==> config.mk <==
export PLATFORM = sky130hd
export DESIGN_NAME = rr_arbiter_2
export DESIGN_NICKNAME = d
export VERILOG_FILES = /design/src/rtl/rr_arbiter_2_pkg.sv /design/src/rtl/rr_arbiter_2_hold_counter.sv /design/src/rtl/rr_arbiter_2.sv
export SDC_FILE = /design/constraint.sdc
export NUM_CORES = 1
export LEC_CHECK = 0
export CORE_AREA = 2 2 39 41
export CTS_CLUSTER_SIZE = 40
export DETAILED_ROUTE_END_ITERATION = 7
export DIE_AREA = 0 0 41 43
export PLACE_DENSITY_LB_ADDON = 0.25
export SLEW_MARGIN = 20
export SYNTH_ARGS = -nofsm -noshare
export SYNTH_HDL_FRONTEND = slang
export SYNTH_HIERARCHICAL = 1
export SYNTH_SLANG_ARGS = --single-unit
export TNS_END_PERCENT = 5
==> constraint.sdc <==
create_clock -name clock -period 2.5 [get_ports clock]
set_input_delay 0.5 -clock clock [delete_from_list [all_inputs] [get_ports clock]]
set_output_delay 0.5 -clock clock [all_outputs]
set_load 0.005 [all_outputs]
==> src/rtl/rr_arbiter_2_pkg.sv <==
// Shared definitions for the two-client round-robin arbiter: state encoding,
// default hold limits and a small helper mapping a client id to its grant state.
package rr_arbiter_2_pkg;

    typedef enum logic [1:0] {
        ARB_IDLE = 2'd0,
        ARB_GNT0 = 2'd1,
        ARB_GNT1 = 2'd2
    } arb_state_e;

    localparam int unsigned ARB_MAX_HOLD_DEFAULT = 4;
    localparam int unsigned ARB_CNT_W_DEFAULT    = 3;

    function automatic arb_state_e grant_state(input logic id);
        return id ? ARB_GNT1 : ARB_GNT0;
    endfunction

endpackage

==> src/rtl/rr_arbiter_2_hold_counter.sv <==
// Saturating hold counter for the arbiter: counts contended cycles of the
// current grant and flags when the owner has reached its hold limit.
module arb_hold_counter
    import rr_arbiter_2_pkg::*;
#(
    parameter int unsigned MAX_HOLD = ARB_MAX_HOLD_DEFAULT,
    parameter int unsigned CNT_W    = ARB_CNT_W_DEFAULT
) (
    input  logic clock,
    input  logic reset,
    input  logic clear,
    input  logic en,
    output logic limit_hit
);

    // MAX_HOLD == 0 means unlimited: the counter is pinned at zero.
    localparam logic [CNT_W-1:0] LIMIT = (MAX_HOLD == 0) ? '0 : CNT_W'(MAX_HOLD - 1);

    logic [CNT_W-1:0] cnt_q;
    logic [CNT_W-1:0] cnt_d;

    always_comb begin
        cnt_d = cnt_q;
        if (clear || (MAX_HOLD == 0)) begin
            cnt_d = '0;
        end else if (en && (cnt_q != LIMIT)) begin
            cnt_d = cnt_q + CNT_W'(1);
        end
    end

    always_ff @(posedge clock or negedge reset) begin
        if (!reset) begin
            cnt_q <= '0;
        end else begin
            cnt_q <= cnt_d;
        end
    end

    assign limit_hit = (MAX_HOLD != 0) && (cnt_q == LIMIT);

endmodule

==> src/rtl/rr_arbiter_2.sv <==
// Two-client round-robin arbiter with bounded grant hold. Grants are Moore
// outputs decoded from the registered state, so they are mutually exclusive.
module rr_arbiter_2
    import rr_arbiter_2_pkg::*;
#(
    parameter int unsigned MAX_HOLD = ARB_MAX_HOLD_DEFAULT,
    parameter int unsigned CNT_W    = ARB_CNT_W_DEFAULT
) (
    input  logic clock,
    input  logic reset,
    input  logic req0,
    input  logic req1,
    output logic gnt0,
    output logic gnt1,
    output logic busy,
    output logic last_id
);

    arb_state_e state_q;
    arb_state_e state_d;
    logic       last_id_q;
    logic       last_id_d;
    logic       hold_clear;
    logic       hold_en;
    logic       limit_hit;

    arb_hold_counter #(
        .MAX_HOLD (MAX_HOLD),
        .CNT_W    (CNT_W)
    ) u_hold_counter (
        .clock     (clock),
        .reset     (reset),
        .clear     (hold_clear),
        .en        (hold_en),
        .limit_hit (limit_hit)
    );

    always_comb begin
        state_d    = state_q;
        last_id_d  = last_id_q;
        hold_clear = 1'b1;
        hold_en    = 1'b0;

        case (state_q)
            ARB_IDLE: begin
                if (req0 && req1) begin
                    state_d = grant_state(~last_id_q);
                end else if (req0) begin
                    state_d = ARB_GNT0;
                end else if (req1) begin
                    state_d = ARB_GNT1;
                end
            end
            // A dropped owner request wins over an expiring hold limit.
            ARB_GNT0: begin
                if (!req0) begin
                    state_d = req1 ? ARB_GNT1 : ARB_IDLE;
                end else if (req1 && limit_hit) begin
                    state_d = ARB_GNT1;
                end else begin
                    hold_clear = !req1;
                    hold_en    = req1;
                end
            end
            ARB_GNT1: begin
                if (!req1) begin
                    state_d = req0 ? ARB_GNT0 : ARB_IDLE;
                end else if (req0 && limit_hit) begin
                    state_d = ARB_GNT0;
                end else begin
                    hold_clear = !req0;
                    hold_en    = req0;
                end
            end
            default: begin
                state_d = ARB_IDLE;
            end
        endcase

        if (state_d == ARB_GNT0) begin
            last_id_d = 1'b0;
        end else if (state_d == ARB_GNT1) begin
            last_id_d = 1'b1;
        end
    end

    always_ff @(posedge clock or negedge reset) begin
        if (!reset) begin
            state_q   <= ARB_IDLE;
            last_id_q <= 1'b1;
        end else begin
            state_q   <= state_d;
            last_id_q <= last_id_d;
        end
    end

    assign gnt0    = (state_q == ARB_GNT0);
    assign gnt1    = (state_q == ARB_GNT1);
    assign busy    = gnt0 | gnt1;
    assign last_id = last_id_q;

endmodule

==> results of run 1 <==
-- critical path, cell delays in order (launching register included) --
cell and delay, ns:
sky130_fd_sc_hd__dfrtp_1 0.44, sky130_fd_sc_hd__inv_1 0.10, sky130_fd_sc_hd__ha_1 0.30, sky130_fd_sc_hd__clkdlybuf4s50_1 0.55
-- per-layer routing --
layer | vias to the layer above | wire length (µm) | share of wire | track usage
li1 | 209 | - | - | -
met1 | 189 | 417 | 0.50 | 0.182
met2 | 5 | 386 | 0.46 | 0.178
met3 | 2 | 23 | 0.028 | 0.0157
met4 | 0 | 6 | 0.0072 | 0.0800
met5 | - | 0 | 0 | 0
-- Yosys cell counts (2+ instances only) --
master	n
sky130_fd_sc_hd__dfrtp_1	5
sky130_fd_sc_hd__ha_1	7
sky130_fd_sc_hd__inv_1	5
sky130_fd_sc_hd__nand2_1	5
sky130_fd_sc_hd__nand2b_2	2
sky130_fd_sc_hd__nand3_1	3
sky130_fd_sc_hd__nor2_1	2
sky130_fd_sc_hd__o21ai_0	2
-- flip-flops by register name, indices dropped and copies added, names as in the netlist --
register              count
state_q                   2
u_hold_counter/cnt_q      3
last_id                   1
-- kinds of logic (layout without fill, tap and decap cells) --
kind of cell | count (synthesis) | count (layout) | share of synthesized area
compound gates | 12 | 12 | 0.186
fa+ha+maj | 7 | 7 | 0.181
simple gates | 19 | 19 | 0.238
buf+inv | 5 | 16 | 0.0388
flops | 6 | 6 | 0.313
mux | 2 | 2 | 0.0439
-- power by group through the flow --
stage,Clock [mW],Combinational [mW],Sequential [mW]
floorplan,0,0.223,0.151
global placement,0,0.337,0.158
detailed placement,0,0.339,0.159
CTS,0.0961,0.339,0.157
global route,0.102,0.382,0.163
finish,0.0908,0.334,0.158
-- path summary, 6_finish.rpt --
| check | from | endpoint | slack [ns] | depth (start not counted) |
|---|---|---|---|---|
| worst max-delay path | state_q[1]$_DFF_PN0_ | gnt0 | 0.37 | 3 |
| worst min-delay path | last_id$_DFFE_PN1P_ | last_id$_DFFE_PN1P_ | 0.48 | 2 |
| worst max register to register | u_hold_counter/cnt_q[0]$_DFFE_PN0P_ | u_hold_counter/cnt_q[0]$_DFFE_PN0P_ | 0.44 | 6 |
| worst min register to register | last_id$_DFFE_PN1P_ | last_id$_DFFE_PN1P_ | 0.48 | 2 |
| max in group asynchronous | reset | last_id$_DFFE_PN1P_ | 1.74 | 1 |
| min in group asynchronous | reset | u_hold_counter/cnt_q[0]$_DFFE_PN0P_ | 0.49 | 1 |
-- final cells by class --
cell class	count	area [µm²]	area share
well taps	16	20.0	0.0333
repair buffers	7	70.1	0.117
clock buffers	4	26.3	0.0438
flip-flops and latches	6	151	0.252
inverters	5	18.8	0.0313
multi-input cells	40	314	0.523
==> flow_summary.yaml, run 1 <==
run_status:
  outcome: "complete, no violations"
detailed_routing:
  drtIter0Drc: 3
  wl_per_cell_um: 10.7
  totalWireLength_um: 834
  drtAntennaViolNets: 0
  drt-pass1-iter-count: 3
  route.vias.total: 405
  post_drt_via_cell_ratio: 5.19
  route.detailed.drc: 0
timing:
  slew-limit-headroom: 0.819
  layout_setup_ws_ns: 0.367
  finalWorstPathRequiredPeriod_ns: 2.13
  achievable-frequency_mhz: 469
  fin_skew_ns: 0.00455
  setup_viol_count_final: 0
  hold_ws_ns: 0.475
  finalCritPeriodShare: 0.853
  final-hold-violation-count: 0
  rsz_0062_raised_after_global_routing: "false"
  final.setup.tns_ns: 0
  report.final.slew_viol_count: 0
  worstMarginPinSlew_ns: 0.270
placement:
  placed_cells_incl_taps: 74
  placement.io_buffers: 7
  place_area_um2: 574
  detailedPlacementHpwl_um: 688
  post-place-ws_ns: 0.296
  gp_congestion: 0.676
layout:
  fillCellCount: 141
  stdcell_count: 78
  utilization_of_the_core_after_routing: 0.434
  final_net_count: 74
  final_layout_size_suffix_gt1_frac: 0.129
  layout_common_cells: "sky130_fd_sc_hd__ha_1 (7), sky130_fd_sc_hd__clkdlybuf4s50_1 (7), sky130_fd_sc_hd__nand2_1 (5), sky130_fd_sc_hd__inv_1 (5), sky130_fd_sc_hd__dfrtp_1 (5)"
  flow.area_growth_from_synthesis_pct: 24.0
  non_filler_cell_area_final_um2: 601
  insertedDiodeCount: 0
yosys:
  synth_enable_flop_cells: 0
  yosys_register_bits: 6
  seq_area_frac_synth: 0.313
  mappedNetlistArea_um2: 484
  yosys.area.top_type_share: 0.258
  share_of_synthesized_flip_flops_with_an_asynchronous_set_or_reset: 1.00
  netlist_top_cells_area: "sky130_fd_sc_hd__dfrtp_1 (26%), sky130_fd_sc_hd__ha_1 (18%), sky130_fd_sc_hd__dfstp_2 (5.4%)"
  synth-main-ff-cell: "sky130_fd_sc_hd__dfrtp_1"
  synth_instances: 51
  yosys.area.top_type: "sky130_fd_sc_hd__dfrtp_1"
  synth_warnings: 6
  yosys_cell_types: 28
  postSynthNetCount: 62
  synthesis.area_per_instance_um2: 9.49
pwr:
  power_density_nw_per_um2: 970
  power_uw: 583
  power_report.internal_total_uw: 367
  seqPwrFrac: 0.271
  worst_ir_drop_on_vdd_mv: 0.405
  leakage_nw: 0.270
  switching_share: 0.371
  power.net_switching_uw: 216
  p_comb_frac: 0.574
  power.share.clock: 0.156
floorplanning:
  io_pins: 8
  die_x_um: 41
  dieArea_um2: 1760
  area_of_the_core_region_um2: 1380
  core.rowCount: 14
  die_height_um: 43
  initial_core_util: 0.350
clock_network:
  cts.clk_slew.worst_paths_ns: 0.04
  cts_root_buffer: "sky130_fd_sc_hd__clkbuf_4"
  total_number_of_clock_tree_sinks: 6
  postCtsResizedCells: 0
  cts_hold_repair.buffers: 0
  cts.repair_timing.setup_buffer_count: 0
  tritoncts: "done"
  numCtsBuffers: 3
  clock_tree.htree_level_count: 1
  cts-root-to-sink-buffers: 2
  insertion_delay_ns: 0.24
grt:
  largest_net_degree_at_the_start_of_global_routing: 8
  grt_first_pass_wirelength_mm: 1.58
  gr-total-overflow: 0
  grt_antenna_before_repair: 0
  track_usage: 0.129
  vias_in_the_first_global_route: 399
worst_setup_path:
  timing.critical_path.from_type: "flip-flop"
  critical_path_fanouts_max: 7
  timing.critical_path.to_type: "primary output"
  critPathArrivalTime_ns: 1.63
  required_time_of_the_worst_setup_path_ns: 2.00
  worst-setup-path-type: "reg2out"
min_path:
  hold_path_class: "reg2reg"
flow_run:
  maxCapViolations: 0
Note: power is estimated with default switching activity, not from simulation.
==> inputs of run 2 (changes only) <==
Settings changed: SLEW_MARGIN 20 to 15.
Clock period 2.5 ns to 2.8 ns, I/O delays scaled along.
==> run 2 against run 1 <==
Net effect:
- cell count is the same
- total power shrank 10%
- flip-flop and latch count is the same
- setup slack gained 0.25 ns
- register-to-register slack gained 0.30 ns
- critical endpoint unchanged
- largest cell class unchanged
- largest power group unchanged
==> flow_summary.yaml, run 2 (synthesis results as in run 1) <==
run_status:
  outcome: "complete, no violations"
clock_network:
  cts-root-to-sink-buffers: 2
  postCtsResizedCells: 0
  total_number_of_clock_tree_sinks: 6
  tritoncts: "done"
  cts.clk_slew.worst_paths_ns: 0.04
  cts_root_buffer: "sky130_fd_sc_hd__clkbuf_4"
  clock_tree.htree_level_count: 1
  cts_hold_repair.buffers: 0
  numCtsBuffers: 3
  cts.repair_timing.setup_buffer_count: 0
  insertion_delay_ns: 0.24
pwr:
  worst_ir_drop_on_vdd_mv: 0.321
  power_density_nw_per_um2: 869
  leakage_nw: 0.270
worst_setup_path:
  highest_delay_cell_along_the_critical_path: "sky130_fd_sc_hd__clkdlybuf4s50_1"
  cp_slowest_stage_delay_ns: 0.55
  critPathArrivalTime_ns: 1.62
  worst-setup-path-type: "reg2out"
  timing.critical_path.to_type: "primary output"
  required_time_of_the_worst_setup_path_ns: 2.24
  critical_path_fanouts_max: 7
  timing.critical_path.from_type: "flip-flop"
  cp_cell_sequence: "inv_1 -> ha_1 -> clkdlybuf4s50_1"
timing:
  final.setup.tns_ns: 0
  fin_skew_ns: 0.00255
  slew-limit-headroom: 0.830
  achievable-frequency_mhz: 459
  worstMarginPinSlew_ns: 0.255
  final-hold-violation-count: 0
  finalCritPeriodShare: 0.779
  rsz_0062_raised_after_global_routing: "false"
  report.final.slew_viol_count: 0
  finalWorstPathRequiredPeriod_ns: 2.18
  setup_viol_count_final: 0
floorplanning:
  die_height_um: 43
  dieArea_um2: 1760
  core.rowCount: 14
  io_pins: 8
  initial_core_util: 0.350
  area_of_the_core_region_um2: 1380
  die_x_um: 41
grt:
  largest_net_degree_at_the_start_of_global_routing: 8
  grt_antenna_before_repair: 0
  grt_first_pass_wirelength_mm: 1.55
  vias_in_the_first_global_route: 382
  track_usage: 0.130
  gr-total-overflow: 0
layout:
  layout_common_cells: "sky130_fd_sc_hd__ha_1 (7), sky130_fd_sc_hd__clkdlybuf4s50_1 (7), sky130_fd_sc_hd__nand2_1 (5), sky130_fd_sc_hd__inv_1 (5), sky130_fd_sc_hd__dfrtp_1 (5)"
  final_layout_size_suffix_gt1_frac: 0.129
  insertedDiodeCount: 0
  non_filler_cell_area_final_um2: 601
  flow.area_growth_from_synthesis_pct: 24.0
  number_of_flip_flops_in_the_largest_register: 3
  final_net_count: 74
  registers.top_by_ff_count: "u_hold_counter/cnt_q"
detailed_routing:
  drtAntennaViolNets: 0
  route.detailed.drc: 0
  post_drt_via_cell_ratio: 5.00
  drt-pass1-iter-count: 3
  totalWireLength_um: 868
  drtIter0Drc: 3
  wl_per_cell_um: 11.1
  route.vias.total: 390
placement:
  detailedPlacementHpwl_um: 714
  gp_congestion: 0.691
  placement.io_buffers: 7
  place_area_um2: 574
min_path:
  hold_path_class: "reg2reg"
flow_run:
  maxCapViolations: 0
==> run 2: report_power, final <==
part	internal (mW)	leakage [nW]	total, mW	switching (mW)
combinational	0.161	0.177	0.298	0.137
clock	0.0539	0.0150	0.0838	0.0299
sequential	0.113	0.0778	0.140	0.0273
==> run 2: layout make-up <==
class | count | area, µm²
inverters | 5 | 18.8
repair buffers | 7 | 70.1
fillers | 154 | 783
well taps | 16 | 20.0
clock buffers | 4 | 26.3
flip-flops and latches | 6 | 151
multi-input cells | 40 | 314
==> run 2: per-stage QoR <==
| stage | hold WS, ns | std cells | power, mW | utilization | setup WS (ns) |
|---|---|---|---|---|---|
| 2_1_floorplan | 0.264 | 51 | 0.334 | - | 0.904 |
| 3_3_place_gp | 0.475 | 74 | 0.442 | 0.415 | 0.530 |
| 3_5_place_dp | 0.478 | 74 | 0.440 | 0.415 | 0.519 |
| 4_1_cts | 0.486 | 78 | 0.531 | 0.434 | 0.611 |
| 5_1_grt | 0.529 | 78 | 0.570 | 0.434 | 0.541 |
| 6_report | 0.478 | 78 | 0.522 | 0.434 | 0.619 |
==> run 2: worst paths after layout <==
kind                            cells after the start  slack (ns)                                start                                   to
worst max register to register                      6        0.74  u_hold_counter/cnt_q[0]$_DFFE_PN0P_  u_hold_counter/cnt_q[0]$_DFFE_PN0P_
worst max-delay path                                3        0.62                 state_q[1]$_DFF_PN0_                                 gnt0
max in group asynchronous                           1        1.98                                reset                  last_id$_DFFE_PN1P_
min in group asynchronous                           1        0.55                                reset  u_hold_counter/cnt_q[2]$_DFFE_PN0P_
worst min-delay path                                2        0.48                  last_id$_DFFE_PN1P_                  last_id$_DFFE_PN1P_
worst min register to register                      2        0.48                  last_id$_DFFE_PN1P_                  last_id$_DFFE_PN1P_
==> run 2: layer usage <==
layer,track usage,vias up,wire length [µm]
met5,0,-,0
li1,-,211,-
met4,0.0800,0,6
met1,0.179,172,447
met2,0.184,5,386
met3,0.0157,2,27
==> run 2: critical path: cells and delay by family (launching register included) <==
family | cells | cell delay [ns]
flops | 1 | 0.44
buf+inv | 2 | 0.66
fa+ha+maj | 1 | 0.29
